--- config.mk ---
export PLATFORM = sky130hd
export DESIGN_NAME = memwb_stage
export DESIGN_NICKNAME = d
export VERILOG_FILES = /design/src/rtl/memwb_stage.sv
export SDC_FILE = /design/constraint.sdc
export NUM_CORES = 1
export LEC_CHECK = 0
export ABC_AREA = 1
export BUFFER_PORTS_ARGS = -buffer_cell sky130_fd_sc_hd__buf_2
export CAP_MARGIN = 10
export CORE_MARGIN = 5
export CORE_UTILIZATION = 30
export CTS_BUF_LIST = sky130_fd_sc_hd__clkbuf_2 sky130_fd_sc_hd__clkbuf_4 sky130_fd_sc_hd__clkbuf_8
export DETAILED_ROUTE_END_ITERATION = 12
export PLACE_DENSITY_LB_ADDON = 0.3
export SKIP_CTS_REPAIR_TIMING = 1
export SLEW_MARGIN = 10
export SYNTH_ARGS = -nofsm -noshare
export SYNTH_HDL_FRONTEND = slang
export SYNTH_SLANG_ARGS = --single-unit
--- constraint.sdc ---
create_clock -name clk -period 13.58 [get_ports clk]
set_clock_uncertainty 0.1 [all_clocks]
set_input_delay 2.037 -clock clk [delete_from_list [all_inputs] [get_ports clk]]
set_output_delay 2.037 -clock clk [all_outputs]
set_load 0.01 [all_outputs]
--- src/rtl/memwb_stage.sv ---
// Memory-response / writeback stage: aligns load data, selects the writeback value and registers the regfile write.
// Optional MEMWB_MISALIGN_TRAP_EN flags misaligned LH/LHU/LW and suppresses their register write.
module memwb_stage #(
    parameter int XLEN = 32
) (
    input  logic            clk,
    input  logic            rst,
    input  logic            valid_i,
    output logic            ready_o,
    input  logic [XLEN-1:0] pc_i,
    input  logic [XLEN-1:0] inst_i,
    input  logic [XLEN-1:0] r0data_i,
    input  logic [XLEN-1:0] r1data_i,
    input  logic [XLEN-1:0] result_i,
    input  logic [XLEN-1:0] datamemrdata_i,
    output logic            valid_ro,
    input  logic            ready_i,
    output logic [XLEN-1:0] pc_ro,
    output logic [XLEN-1:0] inst_ro,
    output logic            regwrite_ro,
    output logic [4:0]      regaddr_ro,
    output logic [XLEN-1:0] regdata_ro,
    output logic            misalign_ro
);

    localparam logic [6:0] OPC_LOAD   = 7'b0000011;
    localparam logic [6:0] OPC_OP     = 7'b0110011;
    localparam logic [6:0] OPC_OP_IMM = 7'b0010011;
    localparam logic [6:0] OPC_LUI    = 7'b0110111;
    localparam logic [6:0] OPC_AUIPC  = 7'b0010111;
    localparam logic [6:0] OPC_JAL    = 7'b1101111;
    localparam logic [6:0] OPC_JALR   = 7'b1100111;

    logic            cke;
    logic            first_q;
    logic            hold_valid;
    logic [XLEN-1:0] hold_data;
    logic [6:0]      opcode;
    logic [2:0]      funct3;
    logic [4:0]      rd;
    logic            is_load;
    logic            wb_op;
    logic [1:0]      addr_lo;
    logic [XLEN-1:0] mem_word;
    logic [7:0]      byte_sel;
    logic [15:0]     half_sel;
    logic [XLEN-1:0] load_data;
    logic            misalign_d;
    logic            regwrite_d;
    logic [XLEN-1:0] wb_data;
    logic            unused_bits;

    assign cke     = ~valid_ro | ready_i;
    assign ready_o = cke;

    assign opcode  = inst_i[6:0];
    assign funct3  = inst_i[14:12];
    assign rd      = inst_i[11:7];
    assign is_load = (opcode == OPC_LOAD);
    assign addr_lo = r0data_i[1:0] + inst_i[21:20];

    assign unused_bits = ^{r1data_i, r0data_i[XLEN-1:2]};

    // The memory word is only valid in the first cycle a load is presented; later stall cycles use the held copy.
    assign mem_word = hold_valid ? hold_data : datamemrdata_i;

    always_comb begin
        byte_sel = mem_word[7:0];
        case (addr_lo)
            2'd1:    byte_sel = mem_word[15:8];
            2'd2:    byte_sel = mem_word[23:16];
            2'd3:    byte_sel = mem_word[31:24];
            default: byte_sel = mem_word[7:0];
        endcase
        half_sel = addr_lo[1] ? mem_word[31:16] : mem_word[15:0];
        case (funct3)
            3'b000:  load_data = {{(XLEN-8){byte_sel[7]}}, byte_sel};
            3'b001:  load_data = {{(XLEN-16){half_sel[15]}}, half_sel};
            3'b010:  load_data = mem_word;
            3'b100:  load_data = {{(XLEN-8){1'b0}}, byte_sel};
            3'b101:  load_data = {{(XLEN-16){1'b0}}, half_sel};
            default: load_data = '1;
        endcase
    end

    always_comb begin
        case (opcode)
            OPC_LOAD, OPC_OP, OPC_OP_IMM, OPC_LUI, OPC_AUIPC, OPC_JAL, OPC_JALR: wb_op = 1'b1;
            default: wb_op = 1'b0;
        endcase
    end

`ifdef MEMWB_MISALIGN_TRAP_EN
    always_comb begin
        misalign_d = 1'b0;
        if (is_load) begin
            case (funct3)
                3'b001, 3'b101: misalign_d = addr_lo[0];
                3'b010:         misalign_d = (addr_lo != 2'd0);
                default:        misalign_d = 1'b0;
            endcase
        end
    end
`else
    assign misalign_d = 1'b0;
`endif

    assign regwrite_d = valid_i & wb_op & (rd != 5'd0) & ~misalign_d;
    assign wb_data    = regwrite_d ? (is_load ? load_data : result_i) : '0;

    // first_q drops only while a valid input sits stalled, so a load arriving behind a stalled bubble still counts as new.
    always_ff @(posedge clk or posedge rst) begin
        if (rst) begin
            first_q    <= 1'b1;
            hold_valid <= 1'b0;
            hold_data  <= '0;
        end else begin
            first_q <= cke | ~valid_i;
            if (cke & valid_i) begin
                hold_valid <= 1'b0;
            end else if (valid_i & is_load & first_q & ~cke & ~hold_valid) begin
                hold_valid <= 1'b1;
                hold_data  <= datamemrdata_i;
            end
        end
    end

    always_ff @(posedge clk or posedge rst) begin
        if (rst) begin
            valid_ro    <= 1'b0;
            pc_ro       <= '0;
            inst_ro     <= '0;
            regwrite_ro <= 1'b0;
            regaddr_ro  <= '0;
            regdata_ro  <= '0;
        end else if (cke) begin
            valid_ro    <= valid_i;
            pc_ro       <= pc_i;
            inst_ro     <= inst_i;
            regwrite_ro <= regwrite_d;
            regaddr_ro  <= rd;
            regdata_ro  <= wb_data;
        end
    end

`ifdef MEMWB_MISALIGN_TRAP_EN
    always_ff @(posedge clk or posedge rst) begin
        if (rst) begin
            misalign_ro <= 1'b0;
        end else if (cke) begin
            misalign_ro <= valid_i & misalign_d;
        end
    end
`else
    assign misalign_ro = 1'b0;
`endif

endmodule
After elaboration in Yosys (flattened, before gate mapping)
Index checks and enable logic that the tools add are counted.

word-level totals
  word-level logic and storage cells = 52
  register bits after elaboration = 137
  input bits = 196

cells by class
  equality and inequality tests = 14
  bitwise operators = 14
  mux-type cells = 9
  reductions and logical operators = 5
  add/sub/neg operators = 1

operators by type and width
  kind                count
  $pmux 32 s5         1
  $mux 32             3
  $pmux 8 s3          1
  $mux 16             1
  $eq 7x5->1 const B  2
  $eq 7x6->1 const B  2
  $eq 7x7->1 const B  2
  $and 1x1->1         7
  $eq 7x2->1 const B  1
  $reduce_or 7->1     1
  $eq 3x3->1 const B  2
  $not 1->1           5
  $reduce_bool 5->1   1
  $eq 2x2->1 const B  2
  $eq 3x1->1 const B  1
  $eq 3x2->1 const B  1
  $logic_not 3->1     1
  $mux 1              3
  $add 2x2->2         1
  $eq 2x1->1 const B  1
  $or 1x1->1          2
  $reduce_and 2->1    1
  $reduce_bool 2->1   1

Longest topological paths before layout
Gate-level depths: netlist of the first run.

  depth in word-level cells = 7
  mapped depth = 14

Worst setup path before layout of the first run
Ideal clock, no wire load.

  path type = input to output
  start = input ready_i
  end = output ready_o
  setup slack = 8.831 ns
  path buffers = 2
  data required time = 11.443 ns
  arrival time = 2.612 ns
  stages on the path = 3
  cells stage by stage = or2_1 > buf_2 > buf_1

on the way
  word-level cells in the longest chain between the ends = 1

RTL lines
  item             line  source
  start, declared  17    input logic ready_i,
  $or 1x1->1       53    assign cke = ~valid_ro | ready_i;
  end, declared    9     output logic ready_o,

No other way between the ends.

Final worst setup path of the first run
Ends and elaborated chain as after synthesis.

==> Implementation_results.wiki, run 1 <==
{| class="wikitable"
! Metric !! Value
|-
| Top achievable clock speed || ~210 MHz
|-
| Overall routing resource usage || between 10% and 20%
|-
| Standard cell with the maximum stage delay on the critical path || sky130_fd_sc_hd__or2_2
|-
| Power, Total || 0.0009395 W
|-
| Kind of end point of the critical path || output pin
|-
| P&R area growth vs syn || 24.75%
|-
| Master cell of the clock root buffer || sky130_fd_sc_hd__clkbuf_8
|-
| Die area || 26960 sq um
|-
| Worst path arrival time || about 2.6 ns
|-
| Cell types occupying the most area after synthesis || sky130_fd_sc_hd__dfrtp_1 (46%), sky130_fd_sc_hd__nand2_1 (25%), sky130_fd_sc_hd__nor2_1 (7.1%), sky130_fd_sc_hd__inv_1 (6.0%), sky130_fd_sc_hd__nand3_1 (2.7%)
|-
| Largest stage delay on the critical path || 0.30 ns
|-
| P_sw || 0.0002940 W
|-
| Die X || between 150 and 200 um
|-
| Critical path type || in2out
|-
| Share of power burned in registers || between 40% and 50%
|-
| Total length of routed met2 wires || around 11000 um
|-
| Antenna violations before repair || 2
|-
| Core area || 23470 sq um
|-
| Dominant cell type by count on the critical path || sky130_fd_sc_hd__buf_2
|-
| Topmost layer with routed signal wires || met5
|-
| Starting Density || between 30% and 40%
|-
| H-tree levels || 4
|-
| Final RePlAce weighted congestion || 0.7982
|-
| Routed length on met3 || just under 2000 um
|-
| Clock Pin Slew Worst Setup and Hold Paths || 0.09 ns
|-
| DP HPWL || 16670 um
|-
| Reported leakage power || around 5.1 nW
|-
| Net Count, Synth || 1271
|-
| P_int || 0.0006455 W
|-
| Element type at the critical path start || input pin
|-
| CTS tree || done
|-
| Top cell types by occurrence after synthesis || sky130_fd_sc_hd__nand2_1 (478), sky130_fd_sc_hd__nor2_1 (134), sky130_fd_sc_hd__dfrtp_1 (131)
|-
| Synthesized instance count || 1074
|-
| Setup TNS || 0 ns
|-
| Pwr dens || 105.6 nW/um^2
|-
| Final critical-path required period || 4.727 ns
|-
| First-pass GRT wire length || 35620 um
|-
| Fill cells || 2579
|-
| Die Height || between 150 and 200 um
|-
| Run status || completed
|-
| Max-cap violations || 0
|-
| Number of nets in the finished design || between 1000 and 1500
|-
| Remaining antenna violation count after routing || 0
|-
| Peak VDD IR || 0.04610 mV
|-
| Number of buffers added on ports || 237
|-
| Main synth FF type || sky130_fd_sc_hd__dfrtp_1
|-
| Post-synth ARST share || 100.0%
|-
| Largest net degree at the start of global routing || 103
|-
| Most repeated cell in the gate-level netlist after synthesis || sky130_fd_sc_hd__nand2_1
|-
| Via/cell ratio || 4.379
|-
| Vias in the first global route || 6584
|-
| Number of endpoints failing setup at the final stage || 0
|-
| Share of cells above drive strength 1 || ~22%
|-
| Synth Area per Inst || 6.640 sq um
|-
| Std-Cell Rows || 56
|-
| Required time at the endpoint of the critical path || ~11 ns
|-
| Setup repair after global routing missed its margin || false
|-
| Number of warnings printed during yosys synthesis || 0
|-
| Number of clock sinks seen by CTS || between 100 and 150
|-
| Count of final hold-check violations || 0
|-
| Avg WL per Cell || 14.43 um
|-
| Number of buffers on the longest clock path || 2
|-
| Largest area contributor in the synthesized netlist || sky130_fd_sc_hd__dfrtp_1
|-
| Number of vias in the routed layout || between 7000 and 8000
|-
| Fraction of synthesized cell area taken by the top area cell type || 45.96%
|-
| Sum of routed wire segments on met1 || 10130 um
|-
| Worst slew margin relative to its limit || 26.01%
|-
| Slew of the pin with the lowest slew margin || 1.107 ns
|-
| Period utilisation layout || a little over a third
|-
| Final max-slew violation count || 0
|-
| Crit-path max FO || 2
|-
| Cell Area, Synth || 7132 sq um
|-
| Series of cell instances along the critical path || buf_2 -> or2_2 -> buf_2
|-
| Number of distinct library cells after synthesis || 27
|-
| Fraction of the yosys area taken by sequential cells || 46.33%
|-
| Share of total power in combinational logic || between 10% and 20%
|-
| Proportion of total power due to net switching || between 30% and 40%
|-
| Clock share of power || roughly two fifths
|-
| Aggregate routed wire length || between 20000 and 25000 um
|-
| First-pass iteration count of the detailed router || 5
|-
| Final hold slack || roughly 0.37 ns
|-
| Clock latency reported for the late side of the worst-skew pair || 0.44 ns
|-
| Number of top-level pins || about 300
|-
| Post-synth EDFFs || 0
|-
| Worst hold-check path type || reg2reg
|-
| Cts bufs inserted || 17
|-
| Remaining global-route overflow || 0
|-
| Iteration-0 DRC count of the detailed router || 436
|-
| Count of state elements after synthesis || 132
|-
| DRC viols || 0
|}
sequential cells by signal, indices dropped and copies added (netlist names):
name         count
pc_ro           32
hold_data       32
hold_valid       1
regdata_ro      32
first_q          1
regwrite_ro      1
inst_ro         32
valid_ro         1
power by group through the flow:
| stage | registers (W) | clock network, W | logic (W) |
|---|---|---|---|
| finish | 0.000429 | 0.000359 | 0.000152 |
| global route | 0.000432 | 0.000391 | 0.000173 |
| global placement | 0.000436 | 0 | 0.000153 |
| floorplan | 0.000447 | 0 | 0.0000772 |
| CTS | 0.000429 | 0.000375 | 0.000155 |
| detailed placement | 0.000437 | 0 | 0.000154 |
metal layers:
layer / track usage, % / vias to the layer above
met5: 0 / -
met4: 6.291 / 2
met3: 4.417 / 31
met2: 27.10 / 256
met1: 22.14 / 3155
li1: - / 3598
critical path: cells and delay by family:
kind	cells	cell delay [ns]
buf+inv	2	0.25
simple gates	1	0.30
area by class of cell:
| cell class | instances | area (sq um) | share of cell area [%] |
|---|---|---|---|
| timing repair buffer | 244 | 1239 | 13.92 |
| clock inverter | 14 | 166.4 | 1.870 |
| inverter | 132 | 501.7 | 5.639 |
| tap | 319 | 399.1 | 4.486 |
| multi-input combinational | 748 | 3037 | 34.13 |
| sequential | 132 | 3304 | 37.14 |
| clock buffer | 18 | 247.7 | 2.784 |
| antenna | 1 | 2.502 | 0.02813 |
worst paths after layout:
check	slack (ns)	end	cells after the start	start
setup / recovery	8.85	ready_o	3	ready_i
hold / removal	0.37	pc_ro[27]	2	pc_ro[27]
setup reg to reg	11.12	inst_ro[5]	6	valid_ro
hold reg to reg	0.37	pc_ro[27]	2	pc_ro[27]
max in group asynchronous	10.46	regdata_ro[31]	3	rst
min in group asynchronous	1.54	pc_ro[26]	2	rst
logic make-up (layout without fill, tap and decap cells):
logic type	after synthesis	count (layout)	synth area share, %
AO/OA/AOI/OAI	78	78	5.526
adder cells (fa/ha/maj)	1	1	0.1754
buffers and inverters	194	408	11.09
flip-flops	132	132	46.33
other	1	2	0.05258
AND/OR/NAND/NOR	668	668	36.82
metrics by stage:
step / setup WS (ns) / cells / utilization [%] / cell area [sq um]
final: 8.853 / 1608 / 37.91 / 8897
after global routing: 8.846 / 1608 / 37.91 / 8897
after CTS: 8.850 / 1607 / 37.89 / 8895
after detailed placement: 8.850 / 1575 / 36.13 / 8481
after global placement: 8.852 / 1575 / 36.13 / 8481
after floorplan: 7.919 / 1074 / - / 7132
cells in the final DEF, fill, tap and decap left out, types with 2 or more instances in the layout:
cell type / n
sky130_fd_sc_hd__clkinvlp_4: 3
sky130_fd_sc_hd__o21ai_0: 37
sky130_fd_sc_hd__buf_2: 237
sky130_fd_sc_hd__o21ai_1: 38
sky130_fd_sc_hd__nor2_1: 134
sky130_fd_sc_hd__buf_4: 7
sky130_fd_sc_hd__dfrtp_1: 131
sky130_fd_sc_hd__clkbuf_8: 18
sky130_fd_sc_hd__nand3_1: 39
sky130_fd_sc_hd__inv_2: 2
sky130_fd_sc_hd__nand2_1: 478
sky130_fd_sc_hd__nor3_1: 3
sky130_fd_sc_hd__clkinv_1: 15
sky130_fd_sc_hd__nand4_1: 2
sky130_fd_sc_hd__inv_6: 6
sky130_fd_sc_hd__nand3b_1: 6
sky130_fd_sc_hd__inv_1: 113
sky130_fd_sc_hd__nand3_2: 2
sky130_fd_sc_hd__bufinv_16: 2
sky130_fd_sc_hd__inv_8: 2
sky130_fd_sc_hd__clkinv_4: 2
(Power assumes the default switching activity.)
==> run 2: changes to the inputs <==
ABC_AREA = 0   (was 1)
clock period = 4.5 ns   (was 13.58 ns; I/O delays follow)
==> run 2 against run 1 <==
Against the previous run:
- routed wire length shrank 11%
- critical endpoint unchanged
- hold slack worse by 0.082 ns
- via count is 19% lower
- area after synthesis shrank 9.6%
==> Implementation_results.wiki, run 2 <==
{| class="wikitable"
! Metric !! Value
|-
| Standard cell with the maximum stage delay on the critical path || sky130_fd_sc_hd__buf_4
|-
| Fill cells || 2204
|-
| Worst path arrival time || 2.07 ns
|-
| Die X || 156.6 um
|-
| Core area || 21090 sq um
|-
| Aggregate routed wire length || 20650 um
|-
| Period utilisation layout || 63.21%
|-
| Element type at the critical path start || flop
|-
| Largest area contributor in the synthesized netlist || sky130_fd_sc_hd__dfrtp_1
|-
| Number of clock sinks seen by CTS || about 130
|-
| Avg WL per Cell || 17.31 um
|-
| Critical path type || reg2out
|-
| Fraction of synthesized cell area taken by the top area cell type || around 50%
|-
| Cell Area, Synth || 6444 sq um
|-
| Die area || 24510 sq um
|-
| Remaining global-route overflow || 0
|-
| Worst slew margin relative to its limit || 38.40%
|-
| Number of buffers on the longest clock path || 2
|-
| Most common library cell in the layout ignoring fill and taps || sky130_fd_sc_hd__nand2_1
|-
| Cell types occupying the most area after synthesis || sky130_fd_sc_hd__dfrtp_1 (51%), sky130_fd_sc_hd__nand2_1 (15%), sky130_fd_sc_hd__mux2_2 (7.9%), sky130_fd_sc_hd__o21ai_0 (4.0%), sky130_fd_sc_hd__a22oi_1 (3.1%)
|-
| Count of state elements after synthesis || 132
|-
| Setup repair after global routing missed its margin || false
|-
| Kind of end point of the critical path || output pin
|-
| Largest net degree at the start of global routing || just under 90
|-
| Final RePlAce weighted congestion || 0.7900
|-
| Master cell of the clock root buffer || sky130_fd_sc_hd__clkbuf_8
|-
| Count of final hold-check violations || 0
|-
| H-tree levels || 4
|-
| Clock Pin Slew Worst Setup and Hold Paths || 0.09 ns
|-
| Crit-path max FO || 37
|-
| Reported leakage power || 4.377 nW
|-
| Final critical-path required period || 2.845 ns
|-
| Number of nets in the finished design || 1100
|-
| Max-cap violations || 0
|-
| P&R area growth vs syn || 28.68%
|-
| DRC viols || 0
|-
| Number of warnings printed during yosys synthesis || 0
|-
| Slew of the pin with the lowest slew margin || between 0.9 and 1 ns
|-
| Area occupied by multi-input gates || 2909 sq um
|-
| Run status || completed
|-
| First-pass GRT wire length || 31640 um
|-
| Path depth of the worst reg2reg path || 5
|-
| Clock latency reported for the late side of the worst-skew pair || 0.44 ns
|-
| Starting Density || a little under a third
|-
| Share of cells above drive strength 1 || 36.90%
|-
| Die Height || 156.6 um
|-
| Peak VDD IR || 0.1694 mV
|-
| Series of cell instances along the critical path || nor2b_4 -> inv_2 -> buf_4 -> buf_2
|-
| Final hold slack || 0.2885 ns
|-
| Cts bufs inserted || 17
|-
| Cell area after placement || 7844 sq um
|-
| Remaining antenna violation count after routing || 0
|-
| Synth Area per Inst || 9.379 sq um
|-
| Cell area after layout || between 8000 and 9000 sq um
|-
| Required time at the endpoint of the critical path || 3.72 ns
|-
| Vias in the first global route || 5618
|-
| Std-Cell Rows || 53
|-
| Number of vias in the routed layout || 5669
|-
| Largest stage delay on the critical path || 0.48 ns
|-
| Setup TNS || 0 ns
|-
| Commonest cells after routing, fill and taps aside || sky130_fd_sc_hd__nand2_1 (249), sky130_fd_sc_hd__buf_2 (237), sky130_fd_sc_hd__dfrtp_1 (130)
|-
| Final core occ || 39.32%
|-
| Overall routing resource usage || 16.58%
|-
| Number of endpoints failing setup at the final stage || 0
|-
| CTS tree || done
|-
| Power, Total || 0.002865 W
|-
| Net Count, Synth || 884
|-
| Sequential cell area || between 3000 and 4000 sq um
|-
| First-pass iteration count of the detailed router || 5
|-
| Post-synth ARST share || 100.0%
|-
| Synthesized instance count || 687
|-
| Fraction of the yosys area taken by sequential cells || 51.28%
|-
| Number of distinct library cells after synthesis || 45
|-
| Worst hold-check path type || in2async
|-
| Iteration-0 DRC count of the detailed router || 361
|-
| Pwr dens || 345.6 nW/um^2
|-
| Most repeated cell in the gate-level netlist after synthesis || sky130_fd_sc_hd__nand2_1
|-
| Number of buffers added on ports || between 200 and 250
|-
| Top achievable clock speed || 351.6 MHz
|-
| Top cell types by occurrence after synthesis || sky130_fd_sc_hd__nand2_1 (249), sky130_fd_sc_hd__dfrtp_1 (131), sky130_fd_sc_hd__o21ai_0 (51)
|-
| Final max-slew violation count || 0
|-
| Number of top-level pins || 301
|-
| Main synth FF type || sky130_fd_sc_hd__dfrtp_1
|-
| Via/cell ratio || 4.752
|-
| DP HPWL || ~15000 um
|-
| Antenna violations before repair || 4
|-
| Post-synth EDFFs || 0
|}
[run 2: cell types whose count changed after synthesis, moves of 36 or more]
cell                      before  now
sky130_fd_sc_hd__inv_1       114    5
sky130_fd_sc_hd__mux2_2        0   45
sky130_fd_sc_hd__nand2_1     478  249
sky130_fd_sc_hd__nand3_1      39    0
sky130_fd_sc_hd__nor2_1      134   25
sky130_fd_sc_hd__o21ai_1      38    2
[run 2: final timing paths]
check / start / endpoint / slack [ns]
setup reg to reg: hold_valid / regdata_ro[29] / 1.89
setup / recovery: valid_ro / ready_o / 1.66
hold reg to reg: pc_ro[15] / pc_ro[15] / 0.36
hold / removal: rst / pc_ro[22] / 0.29
max in group asynchronous: rst / regdata_ro[13] / 3.13
min in group clk: pc_i[21] / pc_ro[21] / 0.32
[run 2: cell families (layout without fill, tap and decap cells)]
group / Yosys count / in the layout / synth area share, %
adders and majority gates: 1 / 1 / 0.1941
other: 1 / 3 / 0.05820
muxes: 68 / 68 / 11.88
and+or+nand+nor: 294 / 294 / 17.83
xor gates and xnor gates: 2 / 2 / 0.7378
DFF: 132 / 132 / 51.28
buffers and inverters: 55 / 284 / 3.883
AOI/OAI and AO/OA: 134 / 134 / 14.14
[run 2: per-layer routing]
metal / wire [um] / part of all wire [%] / vias to the layer above / track usage [%]
li1: - / - / 2766 / -
met1: 9180 / 44 / 2710 / 21.84
met2: 10030 / 49 / 163 / 27.31
met3: 1098 / 5.3 / 24 / 4.121
met4: 294 / 1.4 / 6 / 4.504
met5: 47 / 0.23 / - / 0
[run 2: final cells by class]
type	instances	share of cell area [%]
Clock inverter	14	2.429
Sequential cell	132	39.87
Multi-Input combinational cell	500	35.08
Inverter	5	0.2867
Tap cell	275	4.150
Timing Repair Buffer	247	15.21
Antenna cell	2	0.06036
Clock buffer	18	2.912
[run 2: worst max-delay path: cells and delay by family (launching register included)]
| family | cells | cell delay, ns |
|---|---|---|
| and+or+nand+nor | 1 | 0.14 |
| DFF | 1 | 0.40 |
| buffers and inverters | 3 | 1.09 |
[run 2: per-stage QoR]
step / instances / setup slack [ns]
2_1_floorplan: 687 / 0.2006
3_3_place_gp: 1159 / 1.245
3_5_place_dp: 1159 / 1.209
4_1_cts: 1191 / 1.576
5_1_grt: 1192 / 1.472
6_report: 1193 / 1.656
[run 2: report_power, final]
group / internal [W] / switching, W
registers: 0.00126 / 0.0000350
clock network: 0.000618 / 0.000512
logic: 0.000177 / 0.000268
==> run 3: changes to the inputs <==
clock period = 2.8 ns   (was 4.5 ns; I/O delays follow)
==> run 3 against run 2 <==
Against the previous run:
- power is 63% higher
- die area unchanged
- combinational power is 64% higher
- global-route usage about the same
- first-iteration DRC count decreased by 15%
- clock power increased by 65%
- setup slack worse by 1.2 ns
- routed wire length is 1.2% lower
- sequential share of layout area shrank 0.62 points
- clock-buffer cell count grew 1
- critical path depth unchanged
- critical path type unchanged
- critical endpoint unchanged
- highest routed layer unchanged
==> Implementation_results.wiki, run 3 (same netlist as run 2, synthesis figures left out) <==
{| class="wikitable"
! Metric !! Value
|-
| Run status || completed
|-
| DRC viols || 0
|-
| Antenna violations before repair || 4
|-
| Final RePlAce weighted congestion || 0.7798
|-
| P_sw || 0.001311 W
|-
| First-pass GRT wire length || 31670 um
|-
| Setup slack of the most critical reg-to-reg path || 0.60 ns
|-
| Starting Density || 30.56%
|-
| Share of total power in combinational logic || 15.7%
|-
| Master cell of the clock root buffer || sky130_fd_sc_hd__clkbuf_8
|-
| Std-Cell Rows || 53
|-
| Overall routing resource usage || 16.56%
|-
| Worst path arrival time || 1.81 ns
|-
| Kind of end point of the critical path || output pin
|-
| Remaining antenna violation count after routing || 0
|-
| Area occupied by multi-input gates || between 2000 and 3000 sq um
|-
| P_int || ~0.0033 W
|-
| Setup repair after global routing missed its margin || false
|-
| Die area || approximately 25000 sq um
|-
| Setup TNS || 0 ns
|-
| Slew of the pin with the lowest slew margin || 0.8224 ns
|-
| Crit-path max FO || 64
|-
| First-pass iteration count of the detailed router || 5
|-
| Element type at the critical path start || flop
|-
| DP HPWL || between 10000 and 15000 um
|-
| Remaining global-route overflow || 0
|-
| Most common library cell in the layout ignoring fill and taps || sky130_fd_sc_hd__nand2_1
|-
| Clock Pin Slew Worst Setup and Hold Paths || roughly 0.080 ns
|-
| CTS tree || done
|-
| Hold Startpoint || pc_i[14]
|-
| Worst flop-to-flop path endpoint || regdata_ro[15]
|-
| Reported leakage power || about 4.4 nW
|-
| Proportion of total power due to net switching || 28.15%
|-
| Count of final hold-check violations || 0
|-
| Cell type group with the largest total delay on the critical path || buffers and inverters
|-
| Final critical-path required period || around 2.3 ns
|-
| Iteration-0 DRC count of the detailed router || 307
|-
| Number of vias in the routed layout || 5694
|-
| P&R area growth vs syn || 30.72%
|-
| Critical path type || reg2out
|-
| Number of top-level pins || 301
|-
| Sink of the worst hold path || pc_ro[14]
|-
| Number of clock sinks seen by CTS || 132
|-
| Sequential cell area || 3306 sq um
|-
| Number of nets in the finished design || 1109
|-
| Period utilisation layout || 83.25%
|-
| Fill cells || 2188
|-
| Required time at the endpoint of the critical path || 2.28 ns
|-
| Clock share of power || 39.9%
|-
| Worst reg2reg startpoint || hold_valid
|-
| Top achievable clock speed || 429.0 MHz
|-
| Die X || 156.6 um
|-
| Path depth of the worst reg2reg path || 5
|-
| Via/cell ratio || 4.741
|-
| Hold depth || 3
|-
| Share of cells above drive strength 1 || between 30 and 40%
|-
| Peak VDD IR || 0.3032 mV
|-
| Core area || 21090 sq um
|-
| Number of buffers on the longest clock path || 2
|-
| Clock latency reported for the late side of the worst-skew pair || 0.44 ns
|-
| Max-cap violations || 0
|-
| Number of standard cells in the layout, taps in and fillers out || 1201
|-
| Commonest cells after routing, fill and taps aside || sky130_fd_sc_hd__nand2_1 (249), sky130_fd_sc_hd__buf_2 (237), sky130_fd_sc_hd__dfrtp_1 (130)
|-
| Die Height || 156.6 um
|-
| Worst slew margin relative to its limit || 45.17%
|-
| Standard cell with the maximum stage delay on the critical path || sky130_fd_sc_hd__buf_4
|-
| Pwr dens || 553.0 nW/um^2
|-
| Aggregate routed wire length || 20410 um
|-
| Worst hold-check path type || in2reg
|-
| Number of buffers added on ports || 237
|-
| Vias in the first global route || 5654
|-
| Share of power burned in registers || 44.4%
|-
| H-tree levels || 4
|-
| Series of cell instances along the critical path || nor2b_4 -> inv_2 -> buf_4 -> buf_2
|-
| Largest net degree at the start of global routing || between 70 and 80
|-
| Number of placed instances with taps included || 1167
|-
| Largest stage delay on the critical path || 0.54 ns
|-
| Final max-slew violation count || 0
|-
| Number of endpoints failing setup at the final stage || 0
|-
| Buffers & Inverters on Critical Path || 3
|-
| Cts bufs inserted || 17
|-
| Avg WL per Cell || roughly 17 um
|}
[run 3: changes by cell type in the layout (fill, tap and decap cells not counted), sizes merged]
cell	delta
buf	+8
clkbuf	+1
clkinv	-1
clkinvlp	+1
diode	-1
dlygate4sd3	+1
inv	-1
[run 3: worst max path at each step]
stage / startpoint / to / slack [ns] / depth (start not counted)
after floorplan: rst / hold_data[0] / 0.64 / 1
after global placement: inst_i[20] / regdata_ro[8] / 0.42 / 7
after detailed placement: inst_i[20] / regdata_ro[15] / 0.40 / 7
after CTS: valid_ro / ready_o / 0.40 / 4
after global routing: valid_ro / ready_o / 0.31 / 4
final: valid_ro / ready_o / 0.47 / 4
[run 3: power groups by stage]
stage / registers (W) / clock network [W] / logic [W]
floorplan: 0.00216 / 0 / 0.000357
global placement: 0.00211 / 0 / 0.000737
detailed placement: 0.00211 / 0 / 0.000742
CTS: 0.00207 / 0.00193 / 0.000744
global route: 0.00209 / 0.00199 / 0.000819
finish: 0.00207 / 0.00186 / 0.000729
[run 3: routing by layer]
metal	vias up	wire [um]	GRT usage [%]
met5	-	30	0
met3	36	1091	3.955
met1	2686	9104	22.06
met2	169	9601	26.45
met4	6	579	5.785
li1	2797	-	-
[run 3: metrics by stage]
step                cell area (sq um)  hold WS, ns  setup slack (ns)  power, W  util (%)
global route                     8423      0.03876            0.3117  0.004901     39.94
CTS                              8411     -0.05105            0.4034  0.004741     39.88
floorplan                        6447       0.3593            0.6436  0.002517         -
global placement                 7953       0.3453            0.4224  0.002843     37.71
detailed placement               7953       0.3496            0.3965  0.002851     37.71
finish                           8423      0.07090            0.4690  0.004658     39.94
[run 3: worst reg2reg max path: stages, from the launching register on]
cell	delay, ns
sky130_fd_sc_hd__dfrtp_2	0.52
sky130_fd_sc_hd__mux4_2	0.55
sky130_fd_sc_hd__mux2i_2	0.24
sky130_fd_sc_hd__nor3_1	0.11
sky130_fd_sc_hd__a211o_4	0.41
sky130_fd_sc_hd__a2bb2oi_1	0.16
[run 3: layout make-up]
type	count	share of cell area (%)
sequential	132	39.25
multi-input combinational	500	34.54
timing repair buffer	256	16.40
tap	275	4.085
clock buffer	19	3.105
clock inverter	13	2.332
inverter	5	0.2674
antenna	1	0.02971
